## src/rtl/mcp_muldiv_pkg.sv

```systemverilog
// mcp_muldiv_pkg: shared encodings for the iterative multiply/divide unit.
//   - OP encodings for MULT/MULTU/DIV/DIVU (OP[1] = divide, OP[0] = unsigned)
//   - FSM state encodings
//   - iteration-counter width helper
package mcp_muldiv_pkg;

  localparam logic [1:0] OP_MULT  = 2'b00;
  localparam logic [1:0] OP_MULTU = 2'b01;
  localparam logic [1:0] OP_DIV   = 2'b10;
  localparam logic [1:0] OP_DIVU  = 2'b11;

  typedef enum logic [1:0] {
    S_IDLE = 2'b00,
    S_RUN  = 2'b01,
    S_FIX  = 2'b10
  } state_e;

  // Counter must hold 0..WL.
  function automatic int cnt_width(input int wl);
    return $clog2(wl + 1);
  endfunction

endpackage

```

## src/rtl/mcp_signfix.sv

```systemverilog
// mcp_signfix: combinational conditional two's-complement negate.
//   neg_i : 1 = negate a_i, 0 = pass through
//   a_i   : W-bit input word
//   y_o   : W-bit result
module mcp_signfix #(
  parameter int W = 32
) (
  input  logic         neg_i,
  input  logic [W-1:0] a_i,
  output logic [W-1:0] y_o
);

  // Negate as invert-plus-one when requested.
  always_comb begin
    if (neg_i) begin
      y_o = ~a_i + {{(W-1){1'b0}}, 1'b1};
    end else begin
      y_o = a_i;
    end
  end

endmodule

```

## src/rtl/mcp_muldiv.sv

```systemverilog
// mcp_muldiv: iterative MULT/MULTU/DIV/DIVU unit producing a HI/LO pair,
// one bit per clock, with a start/busy/done handshake.
//   CLK, RST_N : rising-edge clock, synchronous active-low reset
//   START, OP  : launch request and operation (sampled only while idle)
//   SrcA, SrcB : multiplicand/dividend, multiplier/divisor
//   HI, LO     : product high/low, or remainder/quotient (registered)
//   BUSY, DONE : operation in progress, one-cycle result-update pulse
//   DIV0_F     : last completed divide had a zero divisor
module mcp_muldiv
  import mcp_muldiv_pkg::*;
#(
  parameter int WL = 32
) (
  input  logic          CLK,
  input  logic          RST_N,
  input  logic          START,
  input  logic [1:0]    OP,
  input  logic [WL-1:0] SrcA,
  input  logic [WL-1:0] SrcB,
  output logic [WL-1:0] HI,
  output logic [WL-1:0] LO,
  output logic          BUSY,
  output logic          DONE,
  output logic          DIV0_F
);

  localparam int CW = cnt_width(WL);

  state_e          state_q;
  logic [CW-1:0]   cnt_q;
  logic            is_div_q, div0_q, sign_a_q, sign_b_q;
  logic [WL-1:0]   ma_q, mb_q, rem_q;
  logic [2*WL-1:0] acc_q;
  logic [WL-1:0]   hi_q, lo_q;
  logic            busy_q, done_q, div0f_q;

  // Operand magnitudes; signed ops are those with OP[0] = 0.
  logic            sign_a_s, sign_b_s;
  logic [WL-1:0]   mag_a_s, mag_b_s;
  assign sign_a_s = ~OP[0] & SrcA[WL-1];
  assign sign_b_s = ~OP[0] & SrcB[WL-1];

  mcp_signfix #(.W(WL)) u_mag_a (.neg_i(sign_a_s), .a_i(SrcA), .y_o(mag_a_s));
  mcp_signfix #(.W(WL)) u_mag_b (.neg_i(sign_b_s), .a_i(SrcB), .y_o(mag_b_s));

  // Shift-add step: acc = {product_hi, multiplier_remaining}.
  logic [WL:0]     mul_upper_s;
  logic [2*WL-1:0] mul_next_s;
  assign mul_upper_s = {1'b0, acc_q[2*WL-1:WL]}
                     + (acc_q[0] ? {1'b0, ma_q} : {(WL+1){1'b0}});
  assign mul_next_s  = {mul_upper_s, acc_q[WL-1:1]};

  // Restoring step: dividend bits leave acc_q[WL-1:0] MSB first while
  // quotient bits enter at the LSB.
  logic [WL:0]     div_part_s, div_trial_s;
  logic            div_ok_s;
  assign div_part_s  = {rem_q, acc_q[WL-1]};
  assign div_trial_s = div_part_s - {1'b0, mb_q};
  assign div_ok_s    = ~div_trial_s[WL];

  logic [2*WL-1:0] acc_d;
  logic [WL-1:0]   rem_d;

  // Select the next accumulator/remainder for the operation in flight.
  always_comb begin
    acc_d = acc_q;
    rem_d = rem_q;
    if (is_div_q) begin
      acc_d = {acc_q[2*WL-1:WL], acc_q[WL-2:0], div_ok_s};
      rem_d = div_ok_s ? div_trial_s[WL-1:0] : div_part_s[WL-1:0];
    end else begin
      acc_d = mul_next_s;
    end
  end

  // Sign correction: product/quotient by signA^signB, remainder by signA.
  logic [2*WL-1:0] prod_fix_s;
  logic [WL-1:0]   quo_fix_s, rem_fix_s;
  mcp_signfix #(.W(2*WL)) u_fix_prod (.neg_i(sign_a_q ^ sign_b_q), .a_i(acc_q), .y_o(prod_fix_s));
  mcp_signfix #(.W(WL))   u_fix_quo  (.neg_i(sign_a_q ^ sign_b_q), .a_i(acc_q[WL-1:0]), .y_o(quo_fix_s));
  mcp_signfix #(.W(WL))   u_fix_rem  (.neg_i(sign_a_q), .a_i(rem_q), .y_o(rem_fix_s));

  logic [WL-1:0] hi_d, lo_d;

  // Result words written in FIX.
  always_comb begin
    hi_d = prod_fix_s[2*WL-1:WL];
    lo_d = prod_fix_s[WL-1:0];
    if (div0_q) begin
      hi_d = acc_q[WL-1:0];
      lo_d = {WL{1'b1}};
    end else if (is_div_q) begin
      hi_d = rem_fix_s;
      lo_d = quo_fix_s;
    end else begin
      hi_d = prod_fix_s[2*WL-1:WL];
      lo_d = prod_fix_s[WL-1:0];
    end
  end

  // Control FSM, iteration datapath and registered outputs.
  always_ff @(posedge CLK) begin
    if (!RST_N) begin
      state_q  <= S_IDLE;
      cnt_q    <= {CW{1'b0}};
      is_div_q <= 1'b0;
      div0_q   <= 1'b0;
      sign_a_q <= 1'b0;
      sign_b_q <= 1'b0;
      ma_q     <= {WL{1'b0}};
      mb_q     <= {WL{1'b0}};
      rem_q    <= {WL{1'b0}};
      acc_q    <= {(2*WL){1'b0}};
      hi_q     <= {WL{1'b0}};
      lo_q     <= {WL{1'b0}};
      busy_q   <= 1'b0;
      done_q   <= 1'b0;
      div0f_q  <= 1'b0;
    end else begin
      done_q <= 1'b0;
      case (state_q)
        S_IDLE: begin
          if (START) begin
            busy_q   <= 1'b1;
            div0f_q  <= 1'b0;
            is_div_q <= OP[1];
            sign_a_q <= sign_a_s;
            sign_b_q <= sign_b_s;
            ma_q     <= mag_a_s;
            mb_q     <= mag_b_s;
            rem_q    <= {WL{1'b0}};
            cnt_q    <= {CW{1'b0}};
            if (OP[1] && (SrcB == {WL{1'b0}})) begin
              // Zero divisor skips iteration; raw SrcA becomes HI.
              div0_q  <= 1'b1;
              acc_q   <= {{WL{1'b0}}, SrcA};
              state_q <= S_FIX;
            end else begin
              div0_q  <= 1'b0;
              acc_q   <= {{WL{1'b0}}, (OP[1] ? mag_a_s : mag_b_s)};
              state_q <= S_RUN;
            end
          end else begin
            state_q <= S_IDLE;
          end
        end
        S_RUN: begin
          acc_q <= acc_d;
          rem_q <= rem_d;
          cnt_q <= cnt_q + {{(CW-1){1'b0}}, 1'b1};
          if (cnt_q == CW'(WL - 1)) begin
            state_q <= S_FIX;
          end else begin
            state_q <= S_RUN;
          end
        end
        S_FIX: begin
          hi_q    <= hi_d;
          lo_q    <= lo_d;
          div0f_q <= div0_q;
          done_q  <= 1'b1;
          busy_q  <= 1'b0;
          state_q <= S_IDLE;
        end
        default: begin
          busy_q  <= 1'b0;
          state_q <= S_IDLE;
        end
      endcase
    end
  end

  assign HI     = hi_q;
  assign LO     = lo_q;
  assign BUSY   = busy_q;
  assign DONE   = done_q;
  assign DIV0_F = div0f_q;

endmodule

```

## config.mk

```make
export PLATFORM = sky130hd
export DESIGN_NAME = mcp_muldiv
export DESIGN_NICKNAME = d
export VERILOG_FILES = /design/src/rtl/mcp_muldiv_pkg.sv /design/src/rtl/mcp_signfix.sv /design/src/rtl/mcp_muldiv.sv
export SDC_FILE = /design/constraint.sdc
export NUM_CORES = 1
export LEC_CHECK = 0
export ABC_AREA = 1
export CELL_PAD_IN_SITES_DETAIL_PLACEMENT = 0
export CELL_PAD_IN_SITES_GLOBAL_PLACEMENT = 2
export CORE_ASPECT_RATIO = 0.5
export CORE_MARGIN = 5
export CORE_UTILIZATION = 35
export CTS_CLUSTER_SIZE = 24
export DETAILED_ROUTE_END_ITERATION = 16
export PLACE_DENSITY_LB_ADDON = 0.1
export SLEW_MARGIN = 20
export SYNTH_ARGS = -nofsm -noshare
export SYNTH_HDL_FRONTEND = slang
export SYNTH_SLANG_ARGS = --single-unit
```

## constraint.sdc

```tcl
create_clock -name CLK -period 7.25 [get_ports CLK]
set_clock_uncertainty 0.1 [all_clocks]
set_input_delay 1.45 -clock CLK [delete_from_list [all_inputs] [get_ports CLK]]
set_output_delay 1.45 -clock CLK [all_outputs]
set_load 0.02 [all_outputs]
```

==> flow_summary_export.csv, run 1 <==
group,metric,value,unit
status,run_status,"complete, no violations",
global_routing,antenna_found_initial,7,
yosys,ys.flop_type,"dfxtp_1",
pwr,p_comb_share,28.1,%
cts,cts_hold_buf,0,
worst_hold_path,worstHoldPathType,"flip-flop to flip-flop",
yosys,async_flop_share,0,%
cts,numClockSinks,239,
yosys,synth_edf_count,0,
detailed_routing,wl,93950,um
place,pre_cts_ws,2747,ps
cells_and_area,area_growth,14.05,%
cts,htreeDepth,1,
worst_hold_path,min_to,"HI[23]$_SDFFE_PN0P_",
pwr,power_frac_clock,36.7,%
die,rows,62,
sta,worstMarginPinSlew,1122,ps
yosys,syn_area,0.02018,mm2
sta,setup_slack,3291,ps
worst_setup_path,cpMaxStageDelayCell,"nand2_2",
worst_setup_path,required,7650,ps
worst_hold_path,worstHoldPathCells,2,
detailed_routing,drc,0,
cts,clk_pin_slew,70,ps
detailed_routing,initialDrtViolationCount,2012,
detailed_routing,avgViaCountPerCell,5.312,
global_routing,grt-ovfl-total,0,
global_routing,grt_pass1_wl,138400,um
worst_setup_path,worst_setup_path_end_kind,"flip-flop",
flow_run,maxCapViolCount,0,
die,start_util,35.25,%
yosys,syn_nets,3588,
sta,min_period,3959,ps
cts,clock-root-buffer,"clkbuf_16",
sta,fin_hold_ws,365.7,ps
worst_setup_path,cpPeakStageDelay,680,ps
cells_and_area,final_common_cell,"nand2_1",
yosys,syn_inst,3448,
worst_setup_path,crit_type,"input port to flip-flop",
sta,fin_crit_sh,54.61,%
yosys,seq_area_frac_synth,23.71,%
cells_and_area,final_layout_size_suffix_gt1_share,4.889,%
yosys,yosysTopAreaCell,"dfxtp_1",
worst_setup_path,r2r_setup_slack,3660,ps
detailed_routing,detail-route-antenna-nets,0,
global_routing,grt_pass1_vias,21552,
cts,post_cts_buffers,0,
sta,fmax,0.2526,GHz
worst_setup_path,rr_startpoint,"sign_a_q$_SDFFE_PN0P_",
die,core,0.05725,mm2
place,dp.cells,4238,
die,die-area,0.06286,mm2
die,fp.dieH,179.8,um
pwr,intPower,0.002552,W
pwr,vdd_drop_max,0.1478,mV
yosys,avgSynthCellArea,5.853,um2
sta,relSlewSlack,24.65,%
worst_hold_path,min_from,"HI[23]$_SDFFE_PN0P_",
die,die_w,349.6,um
sta,hold_viol,0,
place,gp_congestion,0.9478,
yosys,yosys_warnings,0,
die,num_io_pins,136,
place,placed_area,0.02208,mm2
pwr,power_frac_seq,35.2,%
worst_setup_path,critPathLaunchType,"input port",
sta,rsz0062_at_grt,"false",
yosys,synth_area_leaders,"dfxtp_1 (24%), nand2_1 (17%), inv_1 (8.3%), nand3_1 (8.1%), a21oi_1 (7.4%)",
place,hpwlAfterDp,74750,um
detailed_routing,num_vias,22787,
worst_setup_path,arrival,4360,ps
cells_and_area,final_nets,3638,
sta,slew_violations,0,
pwr,leakagePower,11.09,nW
cts,post_cts_resize_count,0,
global_routing,grt_max_degree,74,
yosys,ys_ff_latch,239,
yosys,netlist-cell-type-count,52,
global_routing,grt_usage,28.84,%
detailed_routing,first_pass_iters,7,
pwr,switchingPower,0.001559,W
yosys,synth.top_cell.area_share,23.71,%
sta,setup_viol,0,
cts,insertion_delay,570,ps
cells_and_area,fin_cells,4290,
worst_setup_path,rr_worst_depth,14,
cts,cts_tree,"yes",
sta,setup-tns-final,0,ps
cells_and_area,layout_common_cells,"nand2_1 (925), inv_1 (442), nor2_1 (365)",
pwr,switching_share,37.92,%
cts,numCtsBuffers,26,
pwr,power_density,178.6,mW/mm2
detailed_routing,wire_per_inst,21.90,um
worst_setup_path,r2r-end,"HI[13]$_SDFFE_PN0P_",
worst_setup_path,crit_fanout,59,
cells_and_area,stdcell_area,0.02302,mm2
cts,clock_path_buffers,3,
place,io_buffers,135,
worst_setup_path,cp_cell_sequence,"clkdlybuf4s50_1, buf_4, nand2_1, nor4_1, nand2_2, inv_1, a21oi_1, nand2_1, nand3_1, a21oi_1",
[registers in the layout, summed over array words and instances (netlist names), 2 cells and up]
register,flops
HI,32
LO,32
acc_q,64
cnt_q,6
ma_q,32
mb_q,32
rem_q,32
state_q,2
[critical path: cells and delay by family]
family	cells	cell delay (ps)
compound gates	2	220
buf+inv	3	1270
simple gates	5	1380
[kinds of logic after synthesis]
family,synth area share (%)
buffers and inverters,11.85
adder cells (fa/ha/maj),4.476
AO/OA/AOI/OAI,19.03
XOR/XNOR,3.472
flip-flops,23.71
AND/OR/NAND/NOR,37.47
[routing by layer]
layer	part of all wire [%]	vias up	GRT usage [%]
met3	9.0	99	8.185
met5	0.17	-	1.587
li1	-	11369	-
met4	2.1	4	5.455
met2	42	662	44.22
met1	46	10653	40.49
[cells in the mapped netlist, types with 4 or more instances]
| library cell | count |
|---|---|
| a211oi_1 | 5 |
| a21o_1 | 7 |
| a21oi_1 | 297 |
| a21oi_2 | 4 |
| a221oi_1 | 29 |
| a22oi_1 | 5 |
| a31oi_1 | 17 |
| buf_1 | 8 |
| buf_2 | 25 |
| buf_6 | 12 |
| clkbuf_1 | 92 |
| dfxtp_1 | 239 |
| ha_1 | 69 |
| inv_1 | 444 |
| inv_2 | 14 |
| nand2_1 | 926 |
| nand2_2 | 13 |
| nand2_4 | 7 |
| nand3_1 | 327 |
| nand3b_1 | 20 |
| nand4_1 | 53 |
| nor2_1 | 373 |
| nor2_2 | 16 |
| nor2_4 | 6 |
| nor3_1 | 16 |
| o211ai_1 | 22 |
| o21a_1 | 5 |
| o21ai_0 | 216 |
| o21ai_1 | 19 |
| o21ai_2 | 5 |
| o21bai_1 | 12 |
| o221ai_1 | 21 |
| or2_2 | 14 |
| xnor2_1 | 22 |
| xor2_1 | 58 |
[power groups by stage]
stage                     combinational (W)  sequential, W  clock, W
after detailed placement            0.00112        0.00147         0
after floorplan                    0.000721        0.00144         0
final                               0.00116        0.00145   0.00151
after global routing                0.00126        0.00145   0.00158
after CTS                           0.00113        0.00144   0.00153
after global placement              0.00113        0.00147         0
[how the worst max path moves through the flow]
stage | startpoint | endpoint | slack [ps] | depth (start not counted)
2_1_floorplan | SrcB[0] | acc_q[1]$_SDFFE_PN0P_ | 4200 | 11
3_3_place_gp | OP[1] | acc_q[14]$_SDFFE_PN0P_ | 2850 | 10
3_5_place_dp | OP[1] | acc_q[14]$_SDFFE_PN0P_ | 2750 | 10
4_1_cts | OP[1] | acc_q[14]$_SDFFE_PN0P_ | 3350 | 10
5_1_grt | OP[1] | acc_q[9]$_SDFFE_PN0P_ | 3060 | 10
6_report | OP[1] | acc_q[14]$_SDFFE_PN0P_ | 3290 | 10
[final cells by class]
type | instances | area [um2]
sequential | 239 | 4785
inverter | 462 | 1738
clock inverter | 16 | 206.4
multi-input combinational | 2607 | 13040
timing repair buffer | 162 | 1549
tap | 768 | 960.9
fill | 6370 | 34230
antenna | 4 | 10.01
clock buffer | 32 | 724.4
[through the flow]
step / total power (W) / utilization (%)
3_5_place_dp: 0.002599 / 38.56
5_1_grt: 0.004295 / 40.20
3_3_place_gp: 0.002602 / 38.56
2_1_floorplan: 0.002157 / -
6_report: 0.004111 / 40.20
4_1_cts: 0.004106 / 40.19
Power figures use the tool's default switching activity.
==> run 2: changes to the inputs <==
--- a/config.mk
+++ b/config.mk
@@ -10,7 +10,7 @@
 export CELL_PAD_IN_SITES_GLOBAL_PLACEMENT = 2
 export CORE_ASPECT_RATIO = 0.5
 export CORE_MARGIN = 5
-export CORE_UTILIZATION = 35
+export CORE_UTILIZATION = 29
 export CTS_CLUSTER_SIZE = 24
 export DETAILED_ROUTE_END_ITERATION = 16
 export PLACE_DENSITY_LB_ADDON = 0.1
==> constraint.sdc (replaced) <==
create_clock -name CLK -period 3.5 [get_ports CLK]
set_clock_uncertainty 0.1 [all_clocks]
set_input_delay 0.7 -clock CLK [delete_from_list [all_inputs] [get_ports CLK]]
set_output_delay 0.7 -clock CLK [all_outputs]
set_load 0.02 [all_outputs]
==> run 2 against run 1 <==
Effect of this change:
- utilization decreased by 6.0 points
- clock power increased by 100%
- via count up 0.71%
- largest cell class unchanged
- sequential power up 110%
- total power increased by 110%
- worst setup slack got worse by 2900 ps
- critical path depth increased by 3
- critical path type is now flip-flop to flip-flop
- non-clock buffer count rose by 45
- largest power group unchanged
- clock-buffer cell count is 6 higher
==> flow_summary_export.csv, run 2 (synthesis gave the netlist of run 1 again) <==
group,metric,value,unit
global_routing,grt-ovfl-total,0,
cells_and_area,final_nets,3684,
die,core,0.06892,mm2
global_routing,antenna_found_initial,5,
worst_setup_path,cpMaxStageDelayCell,"o21ai_1",
cells_and_area,final_common_cell,"nand2_1",
cts,numCtsBuffers,27,
cells_and_area,area_growth,16.96,%
worst_setup_path,critPathLaunchType,"flip-flop",
die,num_io_pins,136,
place,hpwlAfterDp,80380,um
sta,fin_crit_sh,88.19,%
cts,htreeDepth,1,
die,fp.dieH,196.5,um
cells_and_area,n_antenna_cell,0,
worst_hold_path,worstHoldPathType,"flip-flop to flip-flop",
flow_run,maxCapViolCount,0,
sta,worstMarginPinSlew,915.6,ps
place,io_buffers,135,
detailed_routing,wl,99300,um
pwr,switchingPower,0.003259,W
die,die_w,383.1,um
pwr,power_frac_clock,36.0,%
sta,fmax,0.3240,GHz
pwr,power_density,363.6,mW/mm2
die,start_util,29.28,%
detailed_routing,num_vias,22949,
worst_setup_path,critical_path_buf_inv_count,3,
pwr,intPower,0.005324,W
global_routing,grt_usage,25.51,%
sta,relSlewSlack,38.89,%
worst_setup_path,r2r-end,"HI[2]$_SDFFE_PN0P_",
cells_and_area,layout_common_cells,"nand2_1 (925), inv_1 (443), nor2_1 (365)",
worst_setup_path,worst_setup_path_end_kind,"flip-flop",
cells_and_area,stdcell_area,0.02361,mm2
worst_setup_path,cp_cell_sequence,"buf_4, clkinv_2, ha_1, nand3_1, inv_1, nand2_2, nor2_2, nand2_1, o21ai_2, nor2_1, o21ai_1, nand2_1, a21oi_1",
worst_setup_path,required,3900,ps
place,gp_congestion,0.9352,
sta,setup-tns-final,0,ps
sta,setup_viol,0,
cts,insertion_delay,600,ps
detailed_routing,wire_per_inst,22.19,um
place,dp.cells,4425,
worst_setup_path,crit_fanout,7,
worst_setup_path,arrival,3490,ps
global_routing,grt_pass1_wl,145600,um
worst_hold_path,worstHoldPathCells,2,
cells_and_area,top_register,"acc_q",
worst_setup_path,crit_top_cell,"nand2_1",
cts,post_cts_resize_count,0,
detailed_routing,detail-route-antenna-nets,0,
cts,clock_path_buffers,3,
cells_and_area,nFillCells,7835,
global_routing,grt_pass1_vias,21877,
detailed_routing,avgViaCountPerCell,5.129,
cells_and_area,fin_cells,4474,
cts,clk_pin_slew,60,ps
pwr,p_comb_share,29.0,%
worst_setup_path,cp_top_family,"compound AO/OA/AOI/OAI gates",
die,die-area,0.07529,mm2
cts,cts_hold_buf,0,
pwr,leakagePower,11.37,nW
cells_and_area,final_layout_size_suffix_gt1_share,6.117,%
sta,slew_violations,0,
cts,clock-root-buffer,"clkbuf_16",
global_routing,grt_max_degree,71,
die,rows,68,
pwr,power_frac_seq,35.0,%
sta,min_period,3087,ps
worst_setup_path,crit_type,"flip-flop to flip-flop",
pwr,vdd_drop_max,0.3737,mV
sta,hold_viol,0,
worst_hold_path,min_to,"HI[3]$_SDFFE_PN0P_",
detailed_routing,drc,0,
pwr,power,0.008583,W
cts,numClockSinks,239,
cells_and_area,largest_reg_flops,64,
worst_setup_path,cpPeakStageDelay,440,ps
worst_hold_path,min_from,"HI[3]$_SDFFE_PN0P_",
pwr,switching_share,37.97,%
worst_setup_path,r2r_setup_slack,410,ps
sta,fin_hold_ws,368.2,ps
status,run_status,"complete, no violations",
cts,cts_tree,"yes",
detailed_routing,initialDrtViolationCount,2020,
sta,rsz0062_at_grt,"false",
place,placed_area,0.02268,mm2
cts,post_cts_buffers,0,
detailed_routing,first_pass_iters,5,
worst_setup_path,rr_worst_depth,13,
worst_setup_path,rr_startpoint,"acc_q[0]$_SDFFE_PN0P_",
-- run 2: cell type report --
type	instances	area (um2)	area share, %
clock inverter	11	118.9	0.5036
tap	910	1139	4.823
sequential	239	4785	20.27
multi-input combinational	2607	13040	55.26
inverter	462	1738	7.362
clock buffer	38	807.0	3.419
timing repair buffer	207	1974	8.364
-- run 2: metal layers --
layer  share of wire (%)  GRT usage, %  wire length [um]
met4                 1.7         4.097              1685
met3                 5.1         3.374              5069
met2                  42         39.49             42200
met1                  51         38.28             50340
met5                   0             0                 0
-- run 2: worst max path at each step --
stage	startpoint	slack, ps	cells after the start	to
floorplan	acc_q[0]$_SDFFE_PN0P_	890	15	acc_q[61]$_SDFFE_PN0P_
global placement	SrcB[4]	240	11	acc_q[17]$_SDFFE_PN0P_
detailed placement	SrcB[4]	270	11	acc_q[17]$_SDFFE_PN0P_
CTS	acc_q[0]$_SDFFE_PN0P_	400	14	acc_q[61]$_SDFFE_PN0P_
global route	acc_q[0]$_SDFFE_PN0P_	250	14	acc_q[61]$_SDFFE_PN0P_
finish	acc_q[0]$_SDFFE_PN0P_	410	13	HI[2]$_SDFFE_PN0P_
-- run 2: worst reg2reg max path: cells and delay by family, from the launching register on --
| family | cells | cell delay [ps] |
|---|---|---|
| flip-flops | 1 | 420 |
| adder cells (fa/ha/maj) | 1 | 170 |
| AND/OR/NAND/NOR | 6 | 890 |
| buffers and inverters | 3 | 440 |
| AO/OA/AOI/OAI | 3 | 1030 |
-- run 2: power groups by stage --
stage / Clock, W / Sequential [W] / Combinational, W
3_3_place_gp: 0 / 0.00306 / 0.00246
3_5_place_dp: 0 / 0.00306 / 0.00245
4_1_cts: 0.00316 / 0.00300 / 0.00246
2_1_floorplan: 0 / 0.00297 / 0.00149
6_report: 0.00309 / 0.00300 / 0.00249
5_1_grt: 0.00326 / 0.00301 / 0.00272
-- run 2: through the flow --
| stage | util, % | setup WS (ps) |
|---|---|---|
| 2_1_floorplan | - | 887.2 |
| 3_3_place_gp | 32.91 | 235.6 |
| 3_5_place_dp | 32.91 | 273.7 |
| 5_1_grt | 34.25 | 246.5 |
| 4_1_cts | 34.25 | 396.3 |
| 6_report | 34.25 | 413.2 |
==> run 3: changes to the inputs <==
--- a/config.mk
+++ b/config.mk
@@ -13,7 +13,7 @@
 export CORE_UTILIZATION = 29
 export CTS_CLUSTER_SIZE = 24
 export DETAILED_ROUTE_END_ITERATION = 16
-export PLACE_DENSITY_LB_ADDON = 0.1
+export PLACE_DENSITY_LB_ADDON = 0.15
 export SLEW_MARGIN = 20
 export SYNTH_ARGS = -nofsm -noshare
 export SYNTH_HDL_FRONTEND = slang
==> constraint.sdc (replaced) <==
create_clock -name CLK -period 3.5 [get_ports CLK]
set_clock_uncertainty 0.1 [all_clocks]
set_input_delay 0.7 -clock CLK [delete_from_list [all_inputs] [get_ports CLK]]
set_output_delay 0.7 -clock CLK [all_outputs]
set_load 0.01 [all_outputs]
==> run 3 against run 2 <==
Effect of this change:
- sequential power hardly changed
- critical path depth is 1 higher
- sequential share of layout area hardly changed
- via count hardly changed
- worst setup slack worse by 56 ps
- routed wire length is 1.3% lower
- maximum frequency is 1.8% lower
- die area stayed put
- final area is 0.24% lower
- cell count is 0.16% lower
- clock power hardly changed
- critical endpoint is now rem_q[29]$_SDFFE_PN0P_
- largest cell class unchanged
==> flow_summary_export.csv, run 3 (synthesis gave the netlist of run 1 again) <==
group,metric,value,unit
global_routing,antenna_found_initial,3,
cells_and_area,layout_common_cells,"nand2_1 (925), inv_1 (443), nor2_1 (365)",
cts,htreeDepth,1,
cts,clock-root-buffer,"clkbuf_16",
global_routing,grt_pass1_vias,21814,
place,io_buffers,135,
cts,cts_hold_buf,0,
detailed_routing,num_vias,22947,
status,run_status,"complete, no violations",
pwr,leakagePower,11.33,nW
cells_and_area,nFillCells,7801,
detailed_routing,first_pass_iters,6,
worst_setup_path,required,3910,ps
cells_and_area,final_layout_size_suffix_gt1_share,5.960,%
cts,numClockSinks,239,
die,start_util,29.28,%
global_routing,grt_usage,25.17,%
sta,min_period,3143,ps
place,gp_congestion,0.9301,
cts,cts_tree,"yes",
sta,hold_viol,0,
pwr,vdd_drop_max,0.2987,mV
worst_setup_path,crit_type,"flip-flop to flip-flop",
cells_and_area,top_register,"acc_q",
worst_setup_path,cp_top_family,"simple AND/OR/NAND/NOR gates",
detailed_routing,drc,0,
detailed_routing,routed.top_layer,"met4",
worst_setup_path,cpPeakStageDelay,570,ps
die,die-area,0.07529,mm2
worst_setup_path,crit_top_cell,"nand2_4",
worst_setup_path,cp_cell_sequence,"inv_1, ha_1, fa_1, o21ai_4, nand2_2, nand2_4, nand2_2, nand2_4, nand2_4, nand3_2, nand3_1, nand2_1, nand2_1, a21oi_1",
cells_and_area,final_common_cell,"nand2_1",
detailed_routing,route.met3.wl,7445,um
die,core,0.06892,mm2
sta,slew_violations,0,
flow_run,maxCapViolCount,0,
cts,post_cts_buffers,0,
detailed_routing,wire_per_inst,21.94,um
sta,rsz0062_at_grt,"false",
global_routing,grt_max_degree,87,
die,num_io_pins,136,
worst_hold_path,worstHoldPathType,"flip-flop to flip-flop",
cells_and_area,n_antenna_cell,0,
worst_setup_path,arrival,3550,ps
place,pre_cts_ws,238.4,ps
cells_and_area,area_growth,16.68,%
cts,numCtsBuffers,26,
detailed_routing,detail-route-antenna-nets,0,
sta,setup_viol,0,
sta,fmax,0.3182,GHz
worst_setup_path,critPathLaunchType,"flip-flop",
die,rows,68,
sta,setup-tns-final,0,ps
detailed_routing,dr_wl_met2,41690,um
cts,clock_path_buffers,3,
place,hpwlAfterDp,79120,um
global_routing,grt-ovfl-total,0,
pwr,power_density,363.7,mW/mm2
detailed_routing,wl,98020,um
sta,fin_crit_sh,89.79,%
sta,setup_slack,357.4,ps
worst_setup_path,worst_setup_path_end_kind,"flip-flop",
die,fp.dieH,196.5,um
detailed_routing,initialDrtViolationCount,2079,
cells_and_area,final_nets,3677,
detailed_routing,wl_met1,47470,um
sta,worstMarginPinSlew,1014,ps
cts,clk_pin_slew,70,ps
global_routing,grt_pass1_wl,144100,um
detailed_routing,avgViaCountPerCell,5.137,
cells_and_area,largest_reg_flops,64,
die,die_w,383.1,um
sta,relSlewSlack,32.39,%
cts,insertion_delay,580,ps
worst_setup_path,crit_fanout,11,
worst_setup_path,cpMaxStageDelayCell,"dfxtp_1",
worst_setup_path,critical_path_buf_inv_count,1,
cts,post_cts_resize_count,0,
[run 3: cell count changes in the layout (fill, tap and decap cells not counted), moves of 2 or more]
cell | before | now
buf_4 | 65 | 60
bufinv_16 | 2 | 4
clkbuf_8 | 9 | 4
clkinv_2 | 6 | 8
clkinv_4 | 0 | 2
inv_6 | 3 | 1
[run 3: tightest hold or removal path, stage by stage, from the launching register on]
cell and delay, ps:
dfxtp_1 310, nand2_1 60, a21oi_1 50
[run 3: worst paths after layout]
kind | start | endpoint | slack [ps] | cells after the start
max | acc_q[31]$_SDFFE_PN0P_ | rem_q[29]$_SDFFE_PN0P_ | 360 | 14
min reg2reg | HI[15]$_SDFFE_PN0P_ | HI[15]$_SDFFE_PN0P_ | 370 | 2
max reg2reg | acc_q[31]$_SDFFE_PN0P_ | rem_q[29]$_SDFFE_PN0P_ | 360 | 14
min | HI[15]$_SDFFE_PN0P_ | HI[15]$_SDFFE_PN0P_ | 370 | 2
[run 3: metrics by stage]
step | total power, W | hold slack (ps) | std cells | utilization [%] | cell area [um2]
CTS | 0.008577 | 367.6 | 4467 | 34.17 | 23550
global placement | 0.005494 | 357.5 | 4419 | 32.82 | 22620
floorplan | 0.004467 | 342.6 | 3448 | - | 20180
finish | 0.008566 | 367.2 | 4467 | 34.17 | 23550
detailed placement | 0.005475 | 358.2 | 4419 | 32.82 | 22620
global route | 0.008958 | 391.4 | 4467 | 34.17 | 23550
[run 3: where the power goes]
| group | switching (W) | internal [W] |
|---|---|---|
| clock network | 0.00130 | 0.00179 |
| logic | 0.00175 | 0.000721 |
| registers | 0.000159 | 0.00284 |
[run 3: layer usage]
layer	global-route usage (%)	vias up
met5	0	-
met1	36.47	10844
met2	38.87	599
li1	-	11441
met3	6.055	63
met4	3.292	0
[run 3: cell type report]
class	count	area, um2	area share (%)
Sequential cell	239	4785	20.32
Multi-Input combinational cell	2607	13040	55.39
Tap cell	910	1139	4.835
Clock inverter	15	188.9	0.8023
Inverter	462	1738	7.380
Clock buffer	33	738.2	3.135
Timing Repair Buffer	201	1917	8.140
